## src/rtl/mixcolumn_serial.sv

```systemverilog
// mixcolumn_serial: column-serial forward AES MixColumns engine.
// Accepts a 128-bit state on a valid/ready handshake, mixes one 32-bit column
// per clock, then holds the result until the downstream side takes it.
// A per-block bypass flag passes the state through unchanged.
// The latency is the same with or without bypass, for the final round.
//
// Ports:
//   clk_i, rst_ni      - clock, synchronous active-low reset
//   valid_i / ready_o  - input handshake (ready_o is combinational on ready_i)
//   data_i, bypass_i   - input state and per-block bypass flag
//   valid_o / ready_i  - output handshake, valid_o held until taken
//   data_o             - mixed (or bypassed) state
module mixcolumn_serial (
    input  logic         clk_i,
    input  logic         rst_ni,
    input  logic         valid_i,
    output logic         ready_o,
    input  logic [127:0] data_i,
    input  logic         bypass_i,
    output logic         valid_o,
    input  logic         ready_i,
    output logic [127:0] data_o
);

    localparam int unsigned STATE_W = 128;
    localparam int unsigned COL_W   = 32;

    typedef enum logic [1:0] {
        IDLE = 2'd0,
        BUSY = 2'd1,
        DONE = 2'd2
    } state_t;

    state_t             state;
    logic [STATE_W-1:0] in_q;
    logic [STATE_W-1:0] res_q;
    logic               byp_q;
    logic [1:0]         cnt;

    logic [COL_W-1:0]   col_in;
    logic [COL_W-1:0]   col_out;
    logic               accept;

    // Multiply by 2 in GF(2^8), reduction polynomial 0x11b
    function automatic logic [7:0] xtime(input logic [7:0] x);
        return {x[6:0], 1'b0} ^ (x[7] ? 8'h1b : 8'h00);
    endfunction

    // Forward MixColumns on a single column; byte 0 in bits [7:0]
    function automatic logic [COL_W-1:0] mix_col(input logic [COL_W-1:0] c);
        logic [7:0] s0, s1, s2, s3;
        logic [7:0] o0, o1, o2, o3;
        s0 = c[7:0];
        s1 = c[15:8];
        s2 = c[23:16];
        s3 = c[31:24];
        o0 = xtime(s0) ^ xtime(s1) ^ s1 ^ s2 ^ s3;
        o1 = s0 ^ xtime(s1) ^ xtime(s2) ^ s2 ^ s3;
        o2 = s0 ^ s1 ^ xtime(s2) ^ xtime(s3) ^ s3;
        o3 = xtime(s0) ^ s0 ^ s1 ^ s2 ^ xtime(s3);
        return {o3, o2, o1, o0};
    endfunction

    // Output side frees the slot in the same cycle it is taken
    assign ready_o = (state == IDLE) | ((state == DONE) & ready_i);
    assign accept  = valid_i & ready_o;
    assign data_o  = res_q;

    // Select the column being processed this cycle
    always_comb begin
        col_in = in_q[31:0];
        case (cnt)
            2'd0: col_in = in_q[31:0];
            2'd1: col_in = in_q[63:32];
            2'd2: col_in = in_q[95:64];
            2'd3: col_in = in_q[127:96];
            default: col_in = in_q[31:0];
        endcase
        col_out = byp_q ? col_in : mix_col(col_in);
    end

    // Control FSM and datapath registers
    always_ff @(posedge clk_i) begin
        if (!rst_ni) begin
            state   <= IDLE;
            in_q    <= '0;
            res_q   <= '0;
            byp_q   <= 1'b0;
            cnt     <= 2'd0;
            valid_o <= 1'b0;
        end else begin
            case (state)
                IDLE: begin
                    if (accept) begin
                        in_q  <= data_i;
                        byp_q <= bypass_i;
                        cnt   <= 2'd0;
                        state <= BUSY;
                    end
                end
                BUSY: begin
                    res_q[{cnt, 5'b0} +: COL_W] <= col_out;
                    cnt <= cnt + 2'd1;
                    if (cnt == 2'd3) begin
                        state   <= DONE;
                        valid_o <= 1'b1;
                    end
                end
                DONE: begin
                    if (ready_i) begin
                        valid_o <= 1'b0;
                        // Take the outgoing block and admit the next on one edge
                        if (valid_i) begin
                            in_q  <= data_i;
                            byp_q <= bypass_i;
                            cnt   <= 2'd0;
                            state <= BUSY;
                        end else begin
                            state <= IDLE;
                        end
                    end
                end
                default: begin
                    state   <= IDLE;
                    valid_o <= 1'b0;
                end
            endcase
        end
    end

endmodule

```

## config.mk

```make
export PLATFORM = sky130hd
export DESIGN_NAME = mixcolumn_serial
export DESIGN_NICKNAME = d
export VERILOG_FILES = /design/src/rtl/mixcolumn_serial.sv
export SDC_FILE = /design/constraint.sdc
export NUM_CORES = 1
export LEC_CHECK = 0
export ABC_AREA = 1
export CAP_MARGIN = 20
export CORE_MARGIN = 2
export CORE_UTILIZATION = 55
export DETAILED_ROUTE_END_ITERATION = 7
export GPL_TIMING_DRIVEN = 0
export PLACE_DENSITY = 0.92
export SYNTH_ARGS = -nofsm -noshare
export SYNTH_HDL_FRONTEND = slang
export SYNTH_SLANG_ARGS = --single-unit
```

## constraint.sdc

```tcl
create_clock -name clk_i -period 6.86 [get_ports clk_i]
set_input_delay 1.372 -clock clk_i [delete_from_list [all_inputs] [get_ports clk_i]]
set_output_delay 1.372 -clock clk_i [all_outputs]
set_load 0.03 [all_outputs]
```

==> implementation parameters, run 1 <==
Parameter                              Value

Die
  Width of the die    between 150 and 200 um
  Die height    about 160 um
  Core Footprint    approximately 23000 um2
  Overall die area    ~25000 um2
  Top Ports    approximately 260
  Initial core utilization    0.559
  Rows    between 50 and 60

Clock tree
  Setup Buffers After CTS    0
  CTS buffer count    27
  Post_cts resized    0
  Clock net sink count    262
  Clock tree root buffer cell    sky130_fd_sc_hd__clkbuf_16
  CTS tree    built
  Clock Path Buffers    3
  Hold buffer count at CTS    0
  Clock latency of the later-clocked register in the worst-skew pair    0.56 ns
  CTS clock-pin slew for the worst setup and hold paths    about 0.060 ns
  CTS HTree Levels    1

Timing
  Worst Tran Pin Value    roughly 0.94 ns
  Final Hold Vio Count    0
  Clock skew after layout    0.0219 ns
  Final setup violating endpoints    0
  Final count of pins violating max slew    0
  Setup TNS    0 ns
  Post-route minimum period    between 4 and 5 ns
  Post-route fraction of the period consumed by the critical path    0.610
  Worst slew margin    0.371
  Achievable clock frequency    approximately 0.24 GHz
  Setup repair after global routing missed its margin    no

Power and ir drop
  Fraction of power consumed by sequential logic    0.360
  Leakage power figure    between 7 and 8 nW
  Cell-internal power    approximately 2.9 mW
  Net switching fraction of the power    0.362
  Power density over the cells    between 200 and 300 nW/um2
  Relative contribution of the clock network to total power    0.338
  Power share of the combinational group    0.301
  PnR Total Power    4.54 mW
  Total net switching power    about 1.6 mW
  Maximum ir drop on the vdd rail    about 0.0002 V

GRT
  Global-route congestion overflow total    0
  All-layer global routing usage    0.415
  Antenna violations before repair    1
  Wire length of the first global-routing pass    about 80 mm
  Maximum number of pins on one net before global-route repair    15
  Number of global-route vias before repair    14.5k

Route
  Number of DRC violations after detailed routing    0
  Detailed-route wire length    approximately 53 mm
  Post-route ant nets    0
  Number of vias per cell after detailed routing    5.77
  Number of vias after detailed routing    15.5k
  Detailed router's first-iteration violation count    1860
  Number of detailed-routing iterations run before antenna repair    7
  Drt wl/cell    between 15 and 20 um

Logic synthesis
  Synthesized net count    approximately 2.2k
  Yosys reg bits    between 200 and 300
  Xor/xnor cell area share of the yosys netlist    0.00133
  Distinct cells, synth    37
  Portion of netlist area occupied by mux cells    0
  Arithmetic-cell share of the synthesized area counting full adders, half adders and majority gates    0.00476
  Post-synthesis instance area    13100 um2
  Yosys warning count    0
  Simple-gate share of the synthesized area    0.390
  Synthesized area divided by synthesized cell count    around 6.4 um2
  Fraction of the mapped netlist area in compound gates    0.133
  Sequential cell area fraction in the yosys report    0.399
  Synth Instances    a little over 2k
  Combinational family with the most area after synthesis    simple AND/OR/NAND/NOR gates

Status
  Run status    finished, final reports clean

Placed design
  Detailed-placement wirelength estimate    ~40 mm
  Port Buffer Count    262
  GP Congestion    between 0.9 and 1

Critical path
  Cell breakdown of the critical path    clkdlybuf4s50_1 > inv_1 > a21oi_1 > clkdlybuf4s50_1
  Required time of the worst setup path    5.49 ns
  Slowest cell on the critical path    sky130_fd_sc_hd__clkdlybuf4s50_1
  Data arrival time at the worst-slack endpoint    between 2 and 3 ns
  Critical Path Source Type    primary input
  Critical Path Most Common Cell    sky130_fd_sc_hd__clkdlybuf4s50_1
  Reg2reg setup slack    ~2.8 ns
  Peak fanout along the critical path    2
  Category of the critical setup timing path    primary input to output pin
  Critical path endpoint category    output pin
  CP peak stage delay    slightly above 0.7 ns

Flow run
  Max-cap viol count    0

Hold path
  Hold crit path type    flip-flop to flip-flop

Final layout
  Number of nets in the final layout    ~2.5k
  Synthesis-to-finish area growth    30.0%
  Filler instances    1856
  Fraction of layout instances using a drive strength above 1    0.0583
layout by cell type, fill, tap and decap left out, drive strengths merged, types with 2 or more instances in the layout:
master / count
dfxtp: 262
nand4: 41
buf: 36
inv: 99
nand3b: 2
bufinv: 3
o22ai: 5
o21ai: 41
nor2: 144
nand3: 106
clkbuf: 115
xnor2: 2
clkinv: 8
clkdlybuf4s50: 262
ha: 5
a21boi: 2
nand2: 964
a21oi: 256
o21bai: 12
sequential cells by signal, indices dropped and copies added (netlist names):
register,flops
byp_q,1
cnt,2
state,2
in_q,128
valid_o,1
data_o,128
cells in the mapped netlist (all sizes together):
cell type	number	share of area
nand2	964	0.28
o21ai	41	0.017
inv	96	0.028
a21oi	256	0.099
a21boi	2	0.0011
nand3	106	0.040
clkinv	2	0.00057
ha	5	0.0048
o21bai	12	0.012
xnor2	2	0.0013
nor4	1	0.00095
clkbuf	80	0.023
dfxtp	262	0.40
o211ai	1	0.00057
nand4	41	0.020
nand3b	2	0.0011
o22ai	5	0.0043
buf	36	0.019
nor2	144	0.048
nor3	1	0.00038
worst max-delay path: cells and delay by family:
kind | cells | cell delay, ns
buf+inv | 3 | 1.25
compound gates | 1 | 0.19
area by class of cell:
type                       count  area [um2]  share of cell area
tap                          319         399              0.0234
timing repair buffer         262        2620               0.154
clock inverter                13         154             0.00902
sequential                   262        5250               0.307
buffer                       116         556              0.0326
inverter                      98         375              0.0220
clock buffer                  35         756              0.0443
multi-input combinational   1583        6960               0.408
antenna                        1        2.50            0.000147
logic make-up after synthesis:
group,Yosys count
AOI/OAI and AO/OA,317
buffers and inverters,214
adders and majority gates,5
xor gates and xnor gates,2
DFF,262
and+or+nand+nor,1259
final timing paths:
check	depth (start not counted)	end	startpoint
worst max register to register	22	data_o[49]$_SDFFE_PN0P_	cnt[0]$_SDFFE_PN0P_
worst min-delay path	2	in_q[125]$_SDFFE_PN0P_	in_q[125]$_SDFFE_PN0P_
worst min register to register	2	in_q[125]$_SDFFE_PN0P_	in_q[125]$_SDFFE_PN0P_
worst max-delay path	4	ready_o	ready_i
through the flow:
step | utilization | area (um2) | cells | worst slack (ns) | hold WS (ns)
final | 0.727 | 17100 | 2689 | 2.68 | 0.455
after CTS | 0.727 | 17100 | 2688 | 2.68 | 0.455
after floorplan | - | 13100 | 2059 | 3.57 | 0.423
after global placement | 0.688 | 16200 | 2640 | 2.71 | 0.440
after detailed placement | 0.688 | 16200 | 2640 | 2.69 | 0.445
after global routing | 0.727 | 17100 | 2688 | 2.56 | 0.473
power by group through the flow:
stage / registers [mW] / clock network (mW) / logic (mW)
floorplan: 1.69 / 0 / 0.815
global placement: 1.66 / 0 / 1.29
detailed placement: 1.67 / 0 / 1.31
CTS: 1.63 / 1.52 / 1.32
global route: 1.64 / 1.58 / 1.48
finish: 1.64 / 1.54 / 1.37
metal layers:
layer	part of all wire	track usage	up-vias
met3	0.11	0.106	201
met4	0.046	0.188	0
met5	0	0	-
met2	0.46	0.672	994
met1	0.38	0.522	7164
li1	-	-	7145
Power figures use the tool's default switching activity.
==> run 2, diff against run 1 <==
--- a/config.mk
+++ b/config.mk
@@ -8,10 +8,10 @@
 export ABC_AREA = 1
 export CAP_MARGIN = 20
 export CORE_MARGIN = 2
-export CORE_UTILIZATION = 55
+export CORE_UTILIZATION = 52
 export DETAILED_ROUTE_END_ITERATION = 7
 export GPL_TIMING_DRIVEN = 0
-export PLACE_DENSITY = 0.92
+export PLACE_DENSITY = 0.89
 export SYNTH_ARGS = -nofsm -noshare
 export SYNTH_HDL_FRONTEND = slang
 export SYNTH_SLANG_ARGS = --single-unit
==> constraint.sdc (replaced) <==
create_clock -name clk_i -period 3.9 [get_ports clk_i]
set_input_delay 0.78 -clock clk_i [delete_from_list [all_inputs] [get_ports clk_i]]
set_output_delay 0.78 -clock clk_i [all_outputs]
set_load 0.03 [all_outputs]
==> run 2 against run 1 <==
Compared with the run above: hold slack improved by 0.0049 ns; critical endpoint is now data_o[58]$_SDFFE_PN0P_; highest routed layer unchanged; cell count increased by 0.41%; largest cell class unchanged; flip-flop and latch count unchanged.
==> implementation parameters, run 2 (synthesis gave the netlist of run 1 again) <==
Parameter                              Value

Critical path
  Required time of the worst setup path    4.39 ns (was 5.49 ns)
  Critical path endpoint category    flip-flop (was output pin)
  Data arrival time at the worst-slack endpoint    4.26 ns (was 2.81 ns)
  Critical Path Source Type    flip-flop (was primary input)
  Peak fanout along the critical path    10 (was 2)
  Category of the critical setup timing path    flip-flop to flip-flop (was primary input to output pin)

Power and ir drop
  Maximum ir drop on the vdd rail    0.000325 V (was 0.000196 V)
  Total net switching power    2.84 mW (was 1.64 mW)
  PnR Total Power    7.80 mW (was 4.54 mW)
  Fraction of power consumed by sequential logic    0.369 (was 0.360)
  Cell-internal power    4.97 mW (was 2.90 mW)
  Power share of the combinational group    0.305 (was 0.301)
  Leakage power figure    7.12 nW (was 7.14 nW)
  Net switching fraction of the power    0.364 (was 0.362)
  Relative contribution of the clock network to total power    0.326 (was 0.338)
  Power density over the cells    458 nW/um2 (was 266 nW/um2)

Timing
  Achievable clock frequency    roughly 0.27 GHz
  Clock skew after layout    0.0316 ns (was 0.0219 ns)
  Worst slew margin    0.355 (was 0.371)
  Setup repair after global routing missed its margin    no (unchanged)
  Post-route minimum period    roughly 3.8 ns
  Final count of pins violating max slew    0 (unchanged)
  Final Hold Vio Count    0 (unchanged)
  Worst Tran Pin Value    0.960 ns (was 0.937 ns)
  Setup TNS    0 ns (unchanged)
  Post-route fraction of the period consumed by the critical path    0.967
  Final setup violating endpoints    0 (unchanged)

Die
  Overall die area    26500 um2 (was 25100 um2)
  Die height    163 um (was 159 um)
  Core Footprint    25000 um2 (was 23500 um2)
  Rows    58 (was 56)
  Top Ports    263 (unchanged)
  Width of the die    163 um (was 159 um)
  Initial core utilization    0.526 (was 0.559)

Final layout
  Sequential Area    5250 um2 (unchanged)
  Footprint of the multi-input gates    6960 um2 (about the same)
  Most common cell after layout, fill and taps aside    sky130_fd_sc_hd__nand2_1 (unchanged)
  Number of nets in the final layout    2488 (unchanged)
  Number of cells in the finished layout apart from fillers    2700 (was 2689)
  Fraction of layout instances using a drive strength above 1    0.0578 (was 0.0583)
  Final instance area    17000 um2 (was 17100 um2)
  Util after Layout    0.683 (was 0.727)
  Synthesis-to-finish area growth    29.8% (was 30.0%)
  Most frequent cells in the layout    sky130_fd_sc_hd__nand2_1, sky130_fd_sc_hd__dfxtp_1, sky130_fd_sc_hd__clkdlybuf4s50_1, sky130_fd_sc_hd__a21oi_1, sky130_fd_sc_hd__nor2_1 (unchanged)
  Filler instances    2137 (was 1856)

GRT
  Met2 usage in global routing    0.624 (was 0.672)
  GRT Max-Usage Layer    met2 (unchanged)
  All-layer global routing usage    0.381 (was 0.415)
  Routing usage on met1    0.490 (was 0.522)
  Number of global-route vias before repair    14.5k (about the same)
  Grt met3 use    0.0792 (was 0.106)
  Maximum number of pins on one net before global-route repair    15 (unchanged)
  Global-route congestion overflow total    0 (unchanged)
  Antenna violations before repair    0 (was 1)
  Wire length of the first global-routing pass    78.2 mm (was 79.1 mm)

Flow run
  Max-cap viol count    0 (unchanged)

Clock tree
  Clock tree root buffer cell    sky130_fd_sc_hd__clkbuf_16 (unchanged)
  CTS tree    built (unchanged)
  CTS clock-pin slew for the worst setup and hold paths    0.06 ns (about the same)
  CTS buffer count    27 (unchanged)
  Hold buffer count at CTS    0 (unchanged)
  Clock latency of the later-clocked register in the worst-skew pair    0.57 ns (was 0.56 ns)
  Clock net sink count    262 (unchanged)
  CTS HTree Levels    1 (unchanged)
  Clock Path Buffers    3 (unchanged)

Placed design
  GP Congestion    0.987 (was 0.984)
  Detailed-placement wirelength estimate    40.5 mm (was 40.9 mm)
  Port Buffer Count    262 (unchanged)
  Standard cell area after detailed placement    16200 um2 (about the same)
  Count of placed standard cells including taps    2651 (was 2640)

Route
  Detailed router's first-iteration violation count    1752 (was 1860)
  Number of vias per cell after detailed routing    5.66 (was 5.77)
  Number of detailed-routing iterations run before antenna repair    6 (was 7)
  Post-route ant nets    0 (unchanged)
  Detailed-route wire length    51.6 mm (was 52.9 mm)
  Number of vias after detailed routing    15.3k (was 15.5k)
  Drt wl/cell    19.1 um (was 19.7 um)
  Number of DRC violations after detailed routing    0 (unchanged)

Hold path
  Hold crit path type    flip-flop to flip-flop (unchanged)

Status
  Run status    finished, final reports clean (unchanged)
[run 2: path summary, 6_finish.rpt]
path / from / end / slack, ns / depth (start not counted)
worst max register to register: cnt[0]$_SDFFE_PN0P_ / data_o[58]$_SDFFE_PN0P_ / 0.13 / 20
worst max-delay path: cnt[0]$_SDFFE_PN0P_ / data_o[58]$_SDFFE_PN0P_ / 0.13 / 20
worst min-delay path: in_q[125]$_SDFFE_PN0P_ / in_q[125]$_SDFFE_PN0P_ / 0.46 / 2
worst min register to register: in_q[125]$_SDFFE_PN0P_ / in_q[125]$_SDFFE_PN0P_ / 0.46 / 2
[run 2: worst max-delay path: stages, from the launching register on]
cell                       delay [ns]
sky130_fd_sc_hd__dfxtp_1         0.41
sky130_fd_sc_hd__buf_2           0.29
sky130_fd_sc_hd__buf_2           0.27
sky130_fd_sc_hd__inv_1           0.11
sky130_fd_sc_hd__ha_1            0.29
sky130_fd_sc_hd__buf_4           0.21
sky130_fd_sc_hd__nand2_1         0.10
sky130_fd_sc_hd__nand2_1         0.10
sky130_fd_sc_hd__o21bai_4        0.35
sky130_fd_sc_hd__inv_2           0.11
sky130_fd_sc_hd__nand2_1         0.09
sky130_fd_sc_hd__nand2_1         0.06
sky130_fd_sc_hd__nand2_1         0.07
sky130_fd_sc_hd__nand2_1         0.06
sky130_fd_sc_hd__nand2_1         0.05
sky130_fd_sc_hd__nand2_1         0.11
sky130_fd_sc_hd__nand2_1         0.19
sky130_fd_sc_hd__nand2_1         0.08
sky130_fd_sc_hd__nor2_1          0.41
sky130_fd_sc_hd__nand3_1         0.15
sky130_fd_sc_hd__a21oi_1         0.16
[run 2: power groups by stage]
stage	Clock (mW)	Sequential [mW]	Combinational (mW)
floorplan	0	2.96	1.43
global placement	0	2.93	2.25
detailed placement	0	2.93	2.29
CTS	2.52	2.87	2.30
global route	2.64	2.88	2.57
finish	2.54	2.88	2.38
[run 2: cell type report]
| class | instances | area share |
|---|---|---|
| sequential | 262 | 0.308 |
| timing repair buffer | 262 | 0.154 |
| inverter | 98 | 0.0220 |
| clock inverter | 8 | 0.00374 |
| tap | 330 | 0.0242 |
| clock buffer | 40 | 0.0472 |
| multi-input combinational | 1583 | 0.408 |
| buffer | 116 | 0.0326 |
| antenna | 1 | 0.000147 |
[run 2: timing repair]
item | 4_1_cts | 5_1_grt
resized for setup | 0 | 1
setup buffers | 0 | 0
endpoints found under the setup margin | 0 | 1
[run 2: layer usage]
metal / share of wire / up-vias
met5: 0 / -
met4: 0.042 / 0
met3: 0.11 / 177
met2: 0.46 / 928
met1: 0.39 / 7020
li1: - / 7144
[run 2: per-stage QoR]
| step | worst slack, ns | hold WS, ns |
|---|---|---|
| 6_report | 0.130 | 0.460 |
| 4_1_cts | 0.271 | 0.457 |
| 3_3_place_gp | 0.345 | 0.436 |
| 2_1_floorplan | 1.32 | 0.423 |
| 5_1_grt | 0.0111 | 0.472 |
| 3_5_place_dp | 0.267 | 0.448 |
